--- src/rtl/poly_bram_reader_if.sv ---
`default_nettype none
// +-----------------------------------------------------------------------+
// | poly_bram_reader_if : valid/ready coefficient stream (data,index,last) |
// | rev 1.0                                                                |
// +-----------------------------------------------------------------------+
interface poly_bram_reader_if #(
  parameter int ADDR_W = 8,
  parameter int DATA_W = 12
);
  logic [DATA_W-1:0] data;
  logic [ADDR_W-1:0] index;
  logic              last;
  logic              valid;
  logic              ready;

  modport master (output data, output index, output last, output valid, input ready);
  modport slave  (input data, input index, input last, input valid, output ready);
endinterface
`default_nettype wire

--- src/rtl/poly_bram_reader.sv ---
`default_nettype none
// +-----------------------------------------------------------------------+
// | poly_bram_reader : streams N_COEFF BRAM words in address order         |
// | rev 1.0                                                                |
// +-----------------------------------------------------------------------+
module poly_bram_reader #(
  parameter int N_COEFF = 256,
  parameter int ADDR_W  = 8,
  parameter int DATA_W  = 12
) (
  input  logic              clk,
  input  logic              rst,
  input  logic              start_i,
  output logic              busy_o,
  output logic              done_o,
  output logic              bram_en_o,
  output logic              bram_we_o,
  output logic [ADDR_W-1:0] bram_addr_o,
  output logic [DATA_W-1:0] bram_din_o,
  input  logic [DATA_W-1:0] bram_dout_i,
  poly_bram_reader_if.master m
);

  localparam logic [1:0]      c_IDLE   = 2'd0;
  localparam logic [1:0]      c_RUN    = 2'd1;
  localparam logic [1:0]      c_FINISH = 2'd2;
  localparam logic [ADDR_W:0] c_N      = (ADDR_W+1)'(N_COEFF);
  localparam logic [ADDR_W:0] c_LAST   = (ADDR_W+1)'(N_COEFF - 1);

  logic [1:0]        state_q, state_d;
  logic [ADDR_W:0]   issued_q, issued_d;
  logic              inflight_q;
  logic [ADDR_W-1:0] infl_idx_q;
  logic              infl_last_q;
  logic [DATA_W-1:0] fifo_data_q [2];
  logic [ADDR_W-1:0] fifo_idx_q  [2];
  logic [1:0]        fifo_last_q;
  logic              rd_ptr_q, wr_ptr_q;
  logic [1:0]        count_q;

  logic w_start, w_valid, w_pop, w_push, w_issue;

  always_comb begin
    w_start = (state_q == c_IDLE) && start_i;
    w_valid = (count_q != 2'd0);
    w_pop   = w_valid && m.ready;
    w_push  = inflight_q;
    // Buffered plus in-flight never exceeds two, so a pop is what frees a slot.
    w_issue = (state_q == c_RUN) && (issued_q < c_N) &&
              ((({1'b0, count_q} + {2'b00, inflight_q}) < 3'd2) || w_pop);

    state_d  = state_q;
    issued_d = issued_q;
    case (state_q)
      c_IDLE:   if (start_i) begin
                  state_d  = c_RUN;
                  issued_d = '0;
                end
      c_RUN:    begin
                  if (w_issue) issued_d = issued_q + 1'b1;
                  if (w_pop && fifo_last_q[rd_ptr_q]) state_d = c_FINISH;
                end
      c_FINISH: state_d = c_IDLE;
      default:  state_d = c_IDLE;
    endcase
  end

  always_ff @(posedge clk) begin
    if (rst) begin
      state_q     <= c_IDLE;
      issued_q    <= '0;
      inflight_q  <= 1'b0;
      infl_idx_q  <= '0;
      infl_last_q <= 1'b0;
      rd_ptr_q    <= 1'b0;
      wr_ptr_q    <= 1'b0;
      count_q     <= 2'd0;
      fifo_last_q <= 2'b00;
      for (int i = 0; i < 2; i++) begin
        fifo_data_q[i] <= '0;
        fifo_idx_q[i]  <= '0;
      end
    end else begin
      state_q     <= state_d;
      issued_q    <= issued_d;
      inflight_q  <= w_issue;
      infl_idx_q  <= issued_q[ADDR_W-1:0];
      infl_last_q <= (issued_q == c_LAST);
      if (w_start) begin
        rd_ptr_q <= 1'b0;
        wr_ptr_q <= 1'b0;
        count_q  <= 2'd0;
      end else begin
        if (w_push) begin
          fifo_data_q[wr_ptr_q] <= bram_dout_i;
          fifo_idx_q[wr_ptr_q]  <= infl_idx_q;
          fifo_last_q[wr_ptr_q] <= infl_last_q;
          wr_ptr_q              <= ~wr_ptr_q;
        end
        if (w_pop) rd_ptr_q <= ~rd_ptr_q;
        count_q <= count_q + {1'b0, w_push} - {1'b0, w_pop};
      end
    end
  end

  assign busy_o      = (state_q != c_IDLE);
  assign done_o      = (state_q == c_FINISH);
  assign bram_en_o   = w_issue;
  assign bram_we_o   = 1'b0;
  assign bram_addr_o = issued_q[ADDR_W-1:0];
  assign bram_din_o  = '0;
  assign m.valid     = w_valid;
  assign m.data      = fifo_data_q[rd_ptr_q];
  assign m.index     = fifo_idx_q[rd_ptr_q];
  assign m.last      = w_valid && fifo_last_q[rd_ptr_q];

endmodule
`default_nettype wire

--- src/flat_wrapper.sv ---
// flat-port wrapper written by rule: the top's interface ports become plain ports
module poly_bram_reader_flat 
#(
  parameter int N_COEFF = 256,
  parameter int ADDR_W  = 8,
  parameter int DATA_W  = 12
)
  (clk, rst, start_i, busy_o, done_o, bram_en_o, bram_we_o, bram_addr_o, bram_din_o, bram_dout_i, m_data, m_index, m_last, m_valid, m_ready);
  poly_bram_reader_if #(.ADDR_W(ADDR_W), .DATA_W(DATA_W)) m_i ();
  input  logic clk;
  input  logic rst;
  input  logic start_i;
  output logic busy_o;
  output logic done_o;
  output logic bram_en_o;
  output logic bram_we_o;
  output logic [ADDR_W-1:0] bram_addr_o;
  output logic [DATA_W-1:0] bram_din_o;
  input  logic [DATA_W-1:0] bram_dout_i;
  output wire logic [$bits(m_i.data)-1:0] m_data;
  output wire logic [$bits(m_i.index)-1:0] m_index;
  output wire logic [$bits(m_i.last)-1:0] m_last;
  output wire logic [$bits(m_i.valid)-1:0] m_valid;
  input wire logic [$bits(m_i.ready)-1:0] m_ready;
  assign m_data = m_i.data;
  assign m_index = m_i.index;
  assign m_last = m_i.last;
  assign m_valid = m_i.valid;
  assign m_i.ready = m_ready;
  poly_bram_reader #(.N_COEFF(N_COEFF), .ADDR_W(ADDR_W), .DATA_W(DATA_W)) u_core (.clk(clk), .rst(rst), .start_i(start_i), .busy_o(busy_o), .done_o(done_o), .bram_en_o(bram_en_o), .bram_we_o(bram_we_o), .bram_addr_o(bram_addr_o), .bram_din_o(bram_din_o), .bram_dout_i(bram_dout_i), .m(m_i));
endmodule
--- config.mk ---
export PLATFORM = sky130hd
export DESIGN_NAME = poly_bram_reader_flat
export DESIGN_NICKNAME = d
export VERILOG_FILES = /design/src/rtl/poly_bram_reader_if.sv /design/src/rtl/poly_bram_reader.sv /design/src/flat_wrapper.sv
export SDC_FILE = /design/constraint.sdc
export NUM_CORES = 1
export LEC_CHECK = 0
export ABC_AREA = 1
export CAP_MARGIN = 20
export CELL_PAD_IN_SITES_DETAIL_PLACEMENT = 0
export CELL_PAD_IN_SITES_GLOBAL_PLACEMENT = 1
export CORE_MARGIN = 5
export CORE_UTILIZATION = 42
export DETAILED_ROUTE_END_ITERATION = 8
export MAX_ROUTING_LAYER = met4
export PLACE_DENSITY_LB_ADDON = 0.1
export SYNTH_ARGS = -nofsm -noshare
export SYNTH_HDL_FRONTEND = slang
export SYNTH_SLANG_ARGS = --single-unit
--- constraint.sdc ---
create_clock -name clk -period 4.13 [get_ports clk]
set_clock_uncertainty 0.2 [all_clocks]
set_input_delay 0.826 -clock clk [delete_from_list [all_inputs] [get_ports clk]]
set_output_delay 0.826 -clock clk [all_outputs]
set_load 0.01 [all_outputs]
==> results of run 1 <==
[how the worst max path moves through the flow]
stage | endpoint | startpoint | cells after the start
after floorplan | u_core.fifo_data_q[0][0]$_SDFFCE_PN0P_ | rst | 5
after global placement | bram_en_o | m_ready | 6
after detailed placement | bram_en_o | m_ready | 6
after CTS | m_index[6] | register | 2
after global routing | bram_en_o | m_ready | 6
final | bram_en_o | m_ready | 6
[routing by layer]
metal / GRT usage (%) / wire length (µm) / up-vias
met5: - / 0 / -
met2: 22.3 / 2660 / 43
met3: 3.39 / 260 / 10
met1: 16.4 / 2530 / 948
li1: - / - / 1053
met4: 6.75 / 101 / 0
[metrics by stage]
stage | worst slack [ns] | area, µm² | util, %
after floorplan | 1.69 | 3120 | -
after global placement | 0.909 | 3560 | 49.6
after detailed placement | 0.905 | 3560 | 49.6
after CTS | 0.851 | 3720 | 51.9
after global routing | 0.791 | 3720 | 51.9
final | 0.898 | 3720 | 51.9
[cells by family (layout without fill, tap and decap cells)]
family | count (synthesis) | in the layout | synth area share, %
buffers and inverters | 76 | 116 | 12.4
AND/OR/NAND/NOR | 129 | 129 | 18.3
flip-flops | 68 | 68 | 57.3
XOR/XNOR | 2 | 2 | 0.570
other | 1 | 13 | 0.122
AO/OA/AOI/OAI | 14 | 14 | 2.44
adder cells (fa/ha/maj) | 3 | 3 | 1.22
multiplexers | 21 | 21 | 7.65
[tightest hold or removal path, cell delays in order, from the launching register on]
cell and delay (ns):
dfxtp_1 0.30, inv_1 0.06, o22ai_1 0.08
[sequential cells by signal, indices dropped and copies added (netlist names), named ones only]
register and flops:
u_core.count_q 2, u_core.fifo_data_q 24, u_core.fifo_idx_q 16, u_core.fifo_last_q 2
u_core.infl_idx_q 8, u_core.infl_last_q 1, u_core.inflight_q 1, u_core.issued_q 9
u_core.rd_ptr_q 1, u_core.state_q 2, u_core.wr_ptr_q 1
[synthesized netlist by cell type, drive strengths merged]
master  count
xnor2       2
nor2       65
nand4       3
dfxtp      28
nor3b       1
buf        29
edfxtp     40
o21ai       6
conb        1
o22ai       1
mux2       20
nand3       9
mux2i       1
ha          3
a21oi       7
nand2      49
inv        47
nor3        2
[power breakdown]
group	switching (mW)	internal [mW]
registers	0.0109	0.738
logic	0.0683	0.0642
clock network	0.231	0.232
total	0.311	1.03
[area by class of cell]
| type | instances | area, µm² |
|---|---|---|
| Clock buffer | 13 | 149 |
| Clock inverter | 3 | 15.0 |
| Fill cell | 699 | 3450 |
| Inverter | 47 | 176 |
| Multi-Input combinational cell | 182 | 977 |
| Sequential cell | 68 | 1760 |
| Tap cell | 99 | 124 |
| Timing Repair Buffer | 53 | 518 |
==> impl_results.md, run 1 <==
* Cell breakdown of the critical path: clkdlybuf4s50_1 -> o21ai_2 -> nand2_1 -> nand2_4 -> inv_1 -> clkdlybuf4s50_1
* Buffer and inverter count on the worst path at 3
* Slew @ Worst Pin at 0.952 ns
* Setup repair bufs after CTS at 0
* Number of warnings issued by yosys at 0
* Worst reg2reg path startpoint: u_core.issued_q[0]$_SDFFE_PP0P_
* Hold Crit Endpoint: u_core.fifo_last_q[1]$_SDFFE_PP0P_
* Number of antenna violations at the first check in global routing at 0
* Cell area after technology mapping at 3080 µm²
* Post-route antenna net violation count at 0
* Crit path max fanout at 7
* FF+latch count, synth at 68
* Pin count of the biggest net entering global routing at 25
* Worst hold margin at 0.285 ns
* Ant diodes at 0
* Detailed placer's ending HPWL at 3700 µm
* Result of the run: complete, no violations
* Worst hold path cell count at 2
* Count of non-filler cells in the finished layout at 465
* Number of CTS-inserted buffers at 9
* TritonCTS clock tree: yes
* Vias per inst at 4.42
* R2r setup slk at 2.25 ns
* Hold buffers post-CTS at 0
* Number of global-route vias before repair at 2125
* Upper clock frequency limit at 309 MHz
* Number of sinks handled by clock tree synthesis at 68
* Count of endpoints failing setup in the final report at 0
* Crit path kind: in2out
* Width of the die at 95.6 µm
* Number of port buffers at 48
* Setup repair after global routing missed its margin: no
* Final routed wire length divided by cell count at 11.9 µm
* Areal power density over the cells at 361 nW/µm²
* Slew margin rel. at 36.4%
* Routed wire length at 5550 µm
* Max stage delay on crit path at 0.54 ns
* Most frequent cells in the layout: 64 x nor2_1, 48 x clkdlybuf4s50_1, 46 x nand2_1
* First-pass detailed-route iteration total at 4
* Average instance area after synthesis at 9.79 µm²
* Peak supply drop at 0.121 mV
* Leakage at 1.49 nW
* Initial core utilization at 42.9%
* Pins over their slew limit at 0
* Placement Rows at 31
* Root buffer cell: clkbuf_8
* Clock input transition at the sequential cells of the worst setup and hold paths at 0.07 ns
* Clock network latency to the later pin of the worst-skew pair at 0.33 ns
* Hold WC Path Type: reg2reg
* Final critical-path share of the clock period at 78.3%
* Most numerous cell on the critical path: clkdlybuf4s50_1
* Most common cell after layout, fill and taps aside: nor2_1
* Kind of launch point of the worst setup path: input pin
* Leftover overflow at the end of global routing at 0
* Core region area at 7180 µm²
* Top post-synthesis cells by area: edfxtp_1 39%, dfxtp_1 18%, nor2_1 7.8%
* Floorplan die area at 9130 µm²
* Worst reg2reg endpoint: u_core.issued_q[8]$_SDFFE_PP0P_
* Setup TNS at 0 ns
* Worst hold start: u_core.infl_last_q$_SDFF_PP0_
* Total via count after detailed routing at 2054
* Initial drt markers at 57
* Number of gates given a new drive strength after cts at 0
* Wire length of the first global-routing pass at 9540 µm
* Placed instance count at 449
* Data arrival time of the worst path at 2.21 ns
* Total of max-cap violations at 0
* Seq/Total Area, Yosys at 57.3%
* Category of the worst setup path capture point: output pin
* Synth cell types at 30
* Global-route usage over all layers at 13.9%
* PnR Total Power at 1.34 mW
* Gpl congestion at 0.744
* Largest buffer count on any clock path at 2
* Post-layout net count at 380
* Layout area overhead at 21.0%
* Crit path time final at 3.23 ns
* Layout cell share with drive strength beyond 1 at 13.7%
* Post-synth top area share at 39.1%
* Residual DRC count at 0
* Depth of the CTS H-tree at 3
* Depth of the worst register-to-register path at 9
* Die span in y at 95.6 µm
* Syn Inst Count at 314
* Top delay family on crit path: buffers and inverters
* Number of ports placed on the die boundary at 62
* Required time at the worst-slack endpoint at 3.10 ns
* Crit path max-delay cell type: clkdlybuf4s50_1
* Cell type contributing the most total cell area after synthesis: edfxtp_1
* Number of endpoints with negative hold slack in the final report at 0
(Power assumes the default switching activity.)
==> run 2: changes to the inputs <==
--- a/config.mk
+++ b/config.mk
@@ -10,7 +10,7 @@
 export CELL_PAD_IN_SITES_DETAIL_PLACEMENT = 0
 export CELL_PAD_IN_SITES_GLOBAL_PLACEMENT = 1
 export CORE_MARGIN = 5
-export CORE_UTILIZATION = 42
+export CORE_UTILIZATION = 35
 export DETAILED_ROUTE_END_ITERATION = 8
 export MAX_ROUTING_LAYER = met4
 export PLACE_DENSITY_LB_ADDON = 0.1
==> constraint.sdc (replaced) <==
create_clock -name clk -period 2.9 [get_ports clk]
set_clock_uncertainty 0.2 [all_clocks]
set_input_delay 0.58 -clock clk [delete_from_list [all_inputs] [get_ports clk]]
set_output_delay 0.58 -clock clk [all_outputs]
set_load 0.01 [all_outputs]
==> impl_results.md, run 2 (same netlist as run 1, synthesis figures left out) <==
* Result of the run: complete, no violations (unchanged)
* Fin util at 44.1% (was 51.9%)
* Total of max-cap violations at 0 (unchanged)
* Ant diodes at 0 (unchanged)
* Pin count of the biggest net entering global routing at 22 (was 25)
* Peak supply drop at 0.210 mV (was 0.121 mV)
* Width of the die at 104 µm (was 95.6 µm)
* Leakage at 1.53 nW (was 1.49 nW)
* Number of port buffers at 48 (unchanged)
* Category of the worst setup path capture point: output pin (unchanged)
* Upper clock frequency limit at 365 MHz
* Number of global-route vias before repair at 2065 (was 2125)
* Post-route antenna net violation count at 0 (unchanged)
* Wire length of the first global-routing pass at 9790 µm (was 9540 µm)
* Worst reg2reg path startpoint: u_core.issued_q[1]$_SDFFE_PP0P_ (was u_core.issued_q[0]$_SDFFE_PP0P_)
* Total via count after detailed routing at 2001 (was 2054)
* Die span in y at 104 µm (was 95.6 µm)
* Vias per inst at 4.21 (was 4.42)
* Depth of the worst register-to-register path at 9 (unchanged)
* Fill cell total of the finished layout at 862 (was 699)
* Setup repair after global routing missed its margin: no (unchanged)
* Residual DRC count at 0 (unchanged)
* Largest register FFs at 24 (unchanged)
* Initial core utilization at 35.6% (was 42.9%)
* Most common cell after layout, fill and taps aside: nor2_1 (unchanged)
* Layout area overhead at 23.8% (was 21.0%)
* Worst hold start: u_core.fifo_last_q[1]$_SDFFE_PP0P_ (was u_core.infl_last_q$_SDFF_PP0_)
* Count of endpoints failing setup in the final report at 0 (unchanged)
* Global-route usage over all layers at 11.5% (was 13.9%)
* Placed Area at 3580 µm² (was 3560 µm²)
* Clock network latency to the later pin of the worst-skew pair at 0.34 ns (was 0.33 ns)
* Layout cell share with drive strength beyond 1 at 14.2% (was 13.7%)
* Gpl congestion at 0.697 (was 0.744)
* Detailed placer's ending HPWL at 3810 µm (was 3700 µm)
* Number of sinks handled by clock tree synthesis at 68 (unchanged)
* Most frequent cells in the layout: 64 x nor2_1, 48 x clkdlybuf4s50_1, 46 x nand2_1 (unchanged)
* Pins over their slew limit at 0 (unchanged)
* Placement Rows at 34 (was 31)
* Largest buffer count on any clock path at 2 (unchanged)
* Register with the most flip-flops: u_core.fifo_data_q (unchanged)
* Setup TNS at 0 ns (unchanged)
* TritonCTS clock tree: yes (unchanged)
* Crit path kind: in2out (unchanged)
* Leftover overflow at the end of global routing at 0 (unchanged)
* Worst hold path cell count at 2 (unchanged)
* Registers with the most flip-flops: u_core.fifo_data_q: 24 flops, u_core.fifo_idx_q: 16 flops, u_core.issued_q: 9 flops (unchanged)
* Hold Crit Endpoint: u_core.fifo_last_q[1]$_SDFFE_PP0P_ (unchanged)
* Final critical-path share of the clock period at 94.4%
* Number of CTS-inserted buffers at 9 (unchanged)
* Core region area at 8640 µm² (was 7180 µm²)
* Post-layout net count at 381 (was 380)
* Routed wire length at 5730 µm (was 5550 µm)
* Final Instance Area at 3810 µm² (was 3720 µm²)
* Root buffer cell: clkbuf_8 (unchanged)
* Number of ports placed on the die boundary at 62 (unchanged)
* First-pass detailed-route iteration total at 4 (unchanged)
* Crit path time final at 2.74 ns
* Final routed wire length divided by cell count at 12.1 µm (was 11.9 µm)
* Number of antenna violations at the first check in global routing at 0 (unchanged)
* Worst reg2reg endpoint: u_core.issued_q[8]$_SDFFE_PP0P_ (unchanged)
* Crit path max fanout at 7 (unchanged)
* Number of gates given a new drive strength after cts at 0 (unchanged)
* Hold buffers post-CTS at 0 (unchanged)
* Number of endpoints with negative hold slack in the final report at 0 (unchanged)
* Data arrival time of the worst path at 1.96 ns (was 2.21 ns)
* Hold WC Path Type: reg2reg (unchanged)
* Setup repair bufs after CTS at 0 (unchanged)
* Floorplan die area at 10800 µm² (was 9130 µm²)
* Areal power density over the cells at 569 nW/µm² (was 361 nW/µm²)
* Required time at the worst-slack endpoint at 2.12 ns (was 3.10 ns)
* R2r setup slk at 0.97 ns (was 2.25 ns)
* Clock input transition at the sequential cells of the worst setup and hold paths at 0.07 ns (about the same)
* Depth of the CTS H-tree at 3 (unchanged)
* Kind of launch point of the worst setup path: input pin (unchanged)
* Initial drt markers at 58 (was 57)
## run 2: cell count changes in the layout (fill, tap and decap cells not counted)
| cell | delta |
|---|---|
| clkbuf_1 | -1 |
| buf_4 | +1 |
| clkinv_2 | -1 |
| clkbuf_8 | -1 |
| bufinv_16 | +3 |
## run 2: worst max path at each step
stage / startpoint / end / slack [ns] / cells past startpoint
floorplan: rst / u_core.fifo_data_q[0][0]$_SDFFCE_PN0P_ / 0.71 / 5
global placement: m_ready / bram_en_o / 0.16 / 6
detailed placement: m_ready / bram_en_o / 0.16 / 6
CTS: m_ready / bram_en_o / 0.15 / 6
global route: m_ready / bram_en_o / 0.07 / 6
finish: m_ready / bram_en_o / 0.16 / 6
## run 2: routing by layer
layer | share of wire, % | up-vias | global-route usage, %
met5 | 0 | - | -
met4 | 2.0 | 0 | 5.83
met3 | 3.9 | 10 | 3.05
met2 | 47 | 40 | 17.9
met1 | 47 | 892 | 13.8
li1 | - | 1059 | -
## run 2: layout make-up
cell class,instances,area [µm²],area share (%)
Clock buffer,11,131,3.45
Clock inverter,5,100,2.63
Inverter,47,176,4.63
Multi-Input combinational cell,182,977,25.7
Sequential cell,68,1760,46.3
Tap cell,108,135,3.55
Timing Repair Buffer,54,526,13.8
## run 2: per-stage QoR
step | std cells | worst slack [ns] | hold WS [ns] | total power [mW]
after floorplan | 326 | 0.709 | 0.241 | 1.21
after CTS | 475 | 0.149 | 0.279 | 2.20
final | 475 | 0.163 | 0.283 | 2.17
after global routing | 475 | 0.0685 | 0.315 | 2.26
after global placement | 459 | 0.161 | 0.271 | 1.28
after detailed placement | 459 | 0.163 | 0.265 | 1.28
## run 2: power breakdown
group	internal [mW]	total, mW	switching, mW
combinational	0.0919	0.193	0.101
clock	0.569	0.912	0.343
sequential	1.05	1.06	0.0120
## run 2: critical path, stage by stage
cell             delay (ns)
clkdlybuf4s50_1        0.47
o21ai_2                0.08
nand2_1                0.11
nand2_4                0.09
inv_1                  0.08
clkdlybuf4s50_1        0.54
==> run 3: changes to the inputs <==
--- a/config.mk
+++ b/config.mk
@@ -9,11 +9,13 @@
 export CAP_MARGIN = 20
 export CELL_PAD_IN_SITES_DETAIL_PLACEMENT = 0
 export CELL_PAD_IN_SITES_GLOBAL_PLACEMENT = 1
+export CORE_ASPECT_RATIO = 0.6
 export CORE_MARGIN = 5
 export CORE_UTILIZATION = 35
 export DETAILED_ROUTE_END_ITERATION = 8
 export MAX_ROUTING_LAYER = met4
 export PLACE_DENSITY_LB_ADDON = 0.1
+export SLEW_MARGIN = 25
 export SYNTH_ARGS = -nofsm -noshare
 export SYNTH_HDL_FRONTEND = slang
 export SYNTH_SLANG_ARGS = --single-unit
==> impl_results.md, run 3 (same netlist as run 1, synthesis figures left out) <==
* Depth of the worst register-to-register path at 9 (unchanged)
* Depth of the CTS H-tree at 3 (unchanged)
* Category of the worst setup path capture point: output pin (unchanged)
* TritonCTS clock tree: yes (unchanged)
* Required time at the worst-slack endpoint at 2.12 ns (about the same)
* Width of the die at 131 µm (was 104 µm)
* Initial core utilization at 36.1% (was 35.6%)
* Worst hold start: u_core.fifo_last_q[1]$_SDFFE_PP0P_ (unchanged)
* Total of max-cap violations at 0 (unchanged)
* Core region area at 8520 µm² (was 8640 µm²)
* Initial drt markers at 74 (was 58)
* Total via count after detailed routing at 2061 (was 2001)
* Areal power density over the cells at 633 nW/µm² (was 569 nW/µm²)
* Number of CTS-inserted buffers at 9 (unchanged)
* Post-layout net count at 382 (was 381)
* Result of the run: complete, no violations (unchanged)
* Residual DRC count at 0 (unchanged)
* Final Instance Area at 3930 µm² (was 3810 µm²)
* Layout cell share with drive strength beyond 1 at 14.7% (was 14.2%)
* Number of sinks handled by clock tree synthesis at 68 (unchanged)
* Layout area overhead at 27.7% (was 23.8%)
* Wire length of the first global-routing pass at 9870 µm (was 9790 µm)
* Sw Share at 20.4% (was 21.0%)
* Number of endpoints with negative hold slack in the final report at 0 (unchanged)
* Number of port buffers at 48 (unchanged)
* Setup TNS at 0 ns (unchanged)
* Largest buffer count on any clock path at 2 (unchanged)
* Leftover overflow at the end of global routing at 0 (unchanged)
* Number of ports placed on the die boundary at 62 (unchanged)
* Data arrival time of the worst path at 1.90 ns (was 1.96 ns)
* Most frequent cells in the layout: 64 x nor2_1, 48 x clkdlybuf4s50_1, 46 x nand2_1 (unchanged)
* Clock network latency to the later pin of the worst-skew pair at 0.33 ns (was 0.34 ns)
* Registers with the most flip-flops: u_core.fifo_data_q: 24 flops, u_core.fifo_idx_q: 16 flops, u_core.issued_q: 9 flops (unchanged)
* Ant diodes at 0 (unchanged)
* Number of global-route vias before repair at 2007 (was 2065)
* Placement Rows at 26 (was 34)
* Vias per inst at 4.29 (was 4.21)
* Detailed placer's ending HPWL at 4130 µm (was 3810 µm)
* Crit path max fanout at 4 (was 7)
* Worst reg2reg path startpoint: u_core.issued_q[0]$_SDFFE_PP0P_ (was u_core.issued_q[1]$_SDFFE_PP0P_)
* Most common cell after layout, fill and taps aside: nor2_1 (unchanged)
* Placed Area at 3590 µm² (was 3580 µm²)
* Worst hold path cell count at 2 (unchanged)
* Final routed wire length divided by cell count at 12.5 µm (was 12.1 µm)
* Register with the most flip-flops: u_core.fifo_data_q (unchanged)
* Clock input transition at the sequential cells of the worst setup and hold paths at 0.05 ns (was 0.07 ns)
* Number of gates given a new drive strength after cts at 0 (unchanged)
* Peak supply drop at 0.368 mV (was 0.210 mV)
* Root buffer cell: clkbuf_16 (was clkbuf_8)
* Number of antenna violations at the first check in global routing at 0 (unchanged)
* Largest register FFs at 24 (unchanged)
* Gpl congestion at 0.717 (was 0.697)
* Clock network power share at 49.3% (was 42.1%)
* Hold Crit Endpoint: u_core.fifo_last_q[1]$_SDFFE_PP0P_ (unchanged)
* Floorplan die area at 10800 µm² (about the same)
* Hold buffers post-CTS at 0 (unchanged)
* Comb pwr share at 7.9% (was 8.9%)
* Seq pwr share at 42.8% (was 49.0%)
* Worst reg2reg endpoint: u_core.issued_q[8]$_SDFFE_PP0P_ (unchanged)
* Crit path time final at 2.68 ns (was 2.74 ns)
* Hold WC Path Type: reg2reg (unchanged)
* R2r setup slk at 0.97 ns (about the same)
* Pins over their slew limit at 0 (unchanged)
* First-pass detailed-route iteration total at 4 (unchanged)
* Post-route antenna net violation count at 0 (unchanged)
* Setup repair bufs after CTS at 0 (unchanged)
* Global-route usage over all layers at 12.6% (was 11.5%)
* Routed wire length at 6000 µm (was 5730 µm)
* Final critical-path share of the clock period at 92.5% (was 94.4%)
* Die span in y at 82.6 µm (was 104 µm)
* Pin count of the biggest net entering global routing at 22 (unchanged)
* Switching power summed over all nets at 0.508 mW (was 0.456 mW)
* Crit path kind: in2out (unchanged)
* Leakage at 1.58 nW (was 1.53 nW)
* Kind of launch point of the worst setup path: input pin (unchanged)
* Setup repair after global routing missed its margin: no (unchanged)
* Upper clock frequency limit at 373 MHz (was 365 MHz)
* Cell-internal power at 1.98 mW (was 1.71 mW)
* Count of endpoints failing setup in the final report at 0 (unchanged)
## run 3: changes by cell type in the layout (fill, tap and decap cells not counted), sizes merged
cell	delta
clkinvlp	+1
buf	+1
clkbuf	-2
clkinv	+1
## run 3: cell type report
type / instances / area (µm²)
clock buffer: 9 / 225
clock inverter: 7 / 115
sequential: 68 / 1760
inverter: 47 / 176
timing repair buffer: 55 / 533
multi-input combinational: 182 / 977
fill: 814 / 4590
tap: 112 / 140
## run 3: worst max-delay path, stage by stage
cell and delay, ns:
clkdlybuf4s50_1 0.47, o21ai_2 0.08, nand2_1 0.11, nand2_4 0.05, inv_1 0.07, clkdlybuf4s50_1 0.54
## run 3: worst max-delay path by stage
stage | startpoint | endpoint | depth (start not counted)
after floorplan | rst | u_core.fifo_data_q[0][0]$_SDFFCE_PN0P_ | 5
after CTS | m_ready | bram_en_o | 6
after global routing | m_ready | bram_en_o | 6
after detailed placement | m_ready | bram_en_o | 6
final | m_ready | bram_en_o | 6
after global placement | m_ready | bram_en_o | 6
## run 3: metal layers
| metal | track usage (%) | vias up | routed length [µm] |
|---|---|---|---|
| met1 | 16.4 | 939 | 2960 |
| met5 | - | - | 0 |
| met2 | 17.7 | 57 | 2500 |
| li1 | - | 1059 | - |
| met4 | 2.77 | 0 | 54 |
| met3 | 6.36 | 6 | 483 |
## run 3: power by group through the flow
stage          registers, mW  logic, mW  clock network [mW]
2_1_floorplan           1.08      0.124                   0
3_3_place_gp            1.08      0.201                   0
3_5_place_dp            1.08      0.200                   0
4_1_cts                 1.06      0.201                1.26
5_1_grt                 1.07      0.217                1.31
6_report                1.06      0.197                1.23
## run 3: stage by stage
step / hold WS (ns) / total power, mW / util [%] / setup WS [ns] / std cells
floorplan: 0.241 / 1.21 / - / 0.709 / 326
global placement: 0.261 / 1.28 / 42.1 / 0.219 / 464
detailed placement: 0.270 / 1.28 / 42.1 / 0.209 / 464
CTS: 0.280 / 2.52 / 46.1 / 0.203 / 480
global route: 0.307 / 2.59 / 46.1 / 0.157 / 480
finish: 0.279 / 2.49 / 46.1 / 0.217 / 480
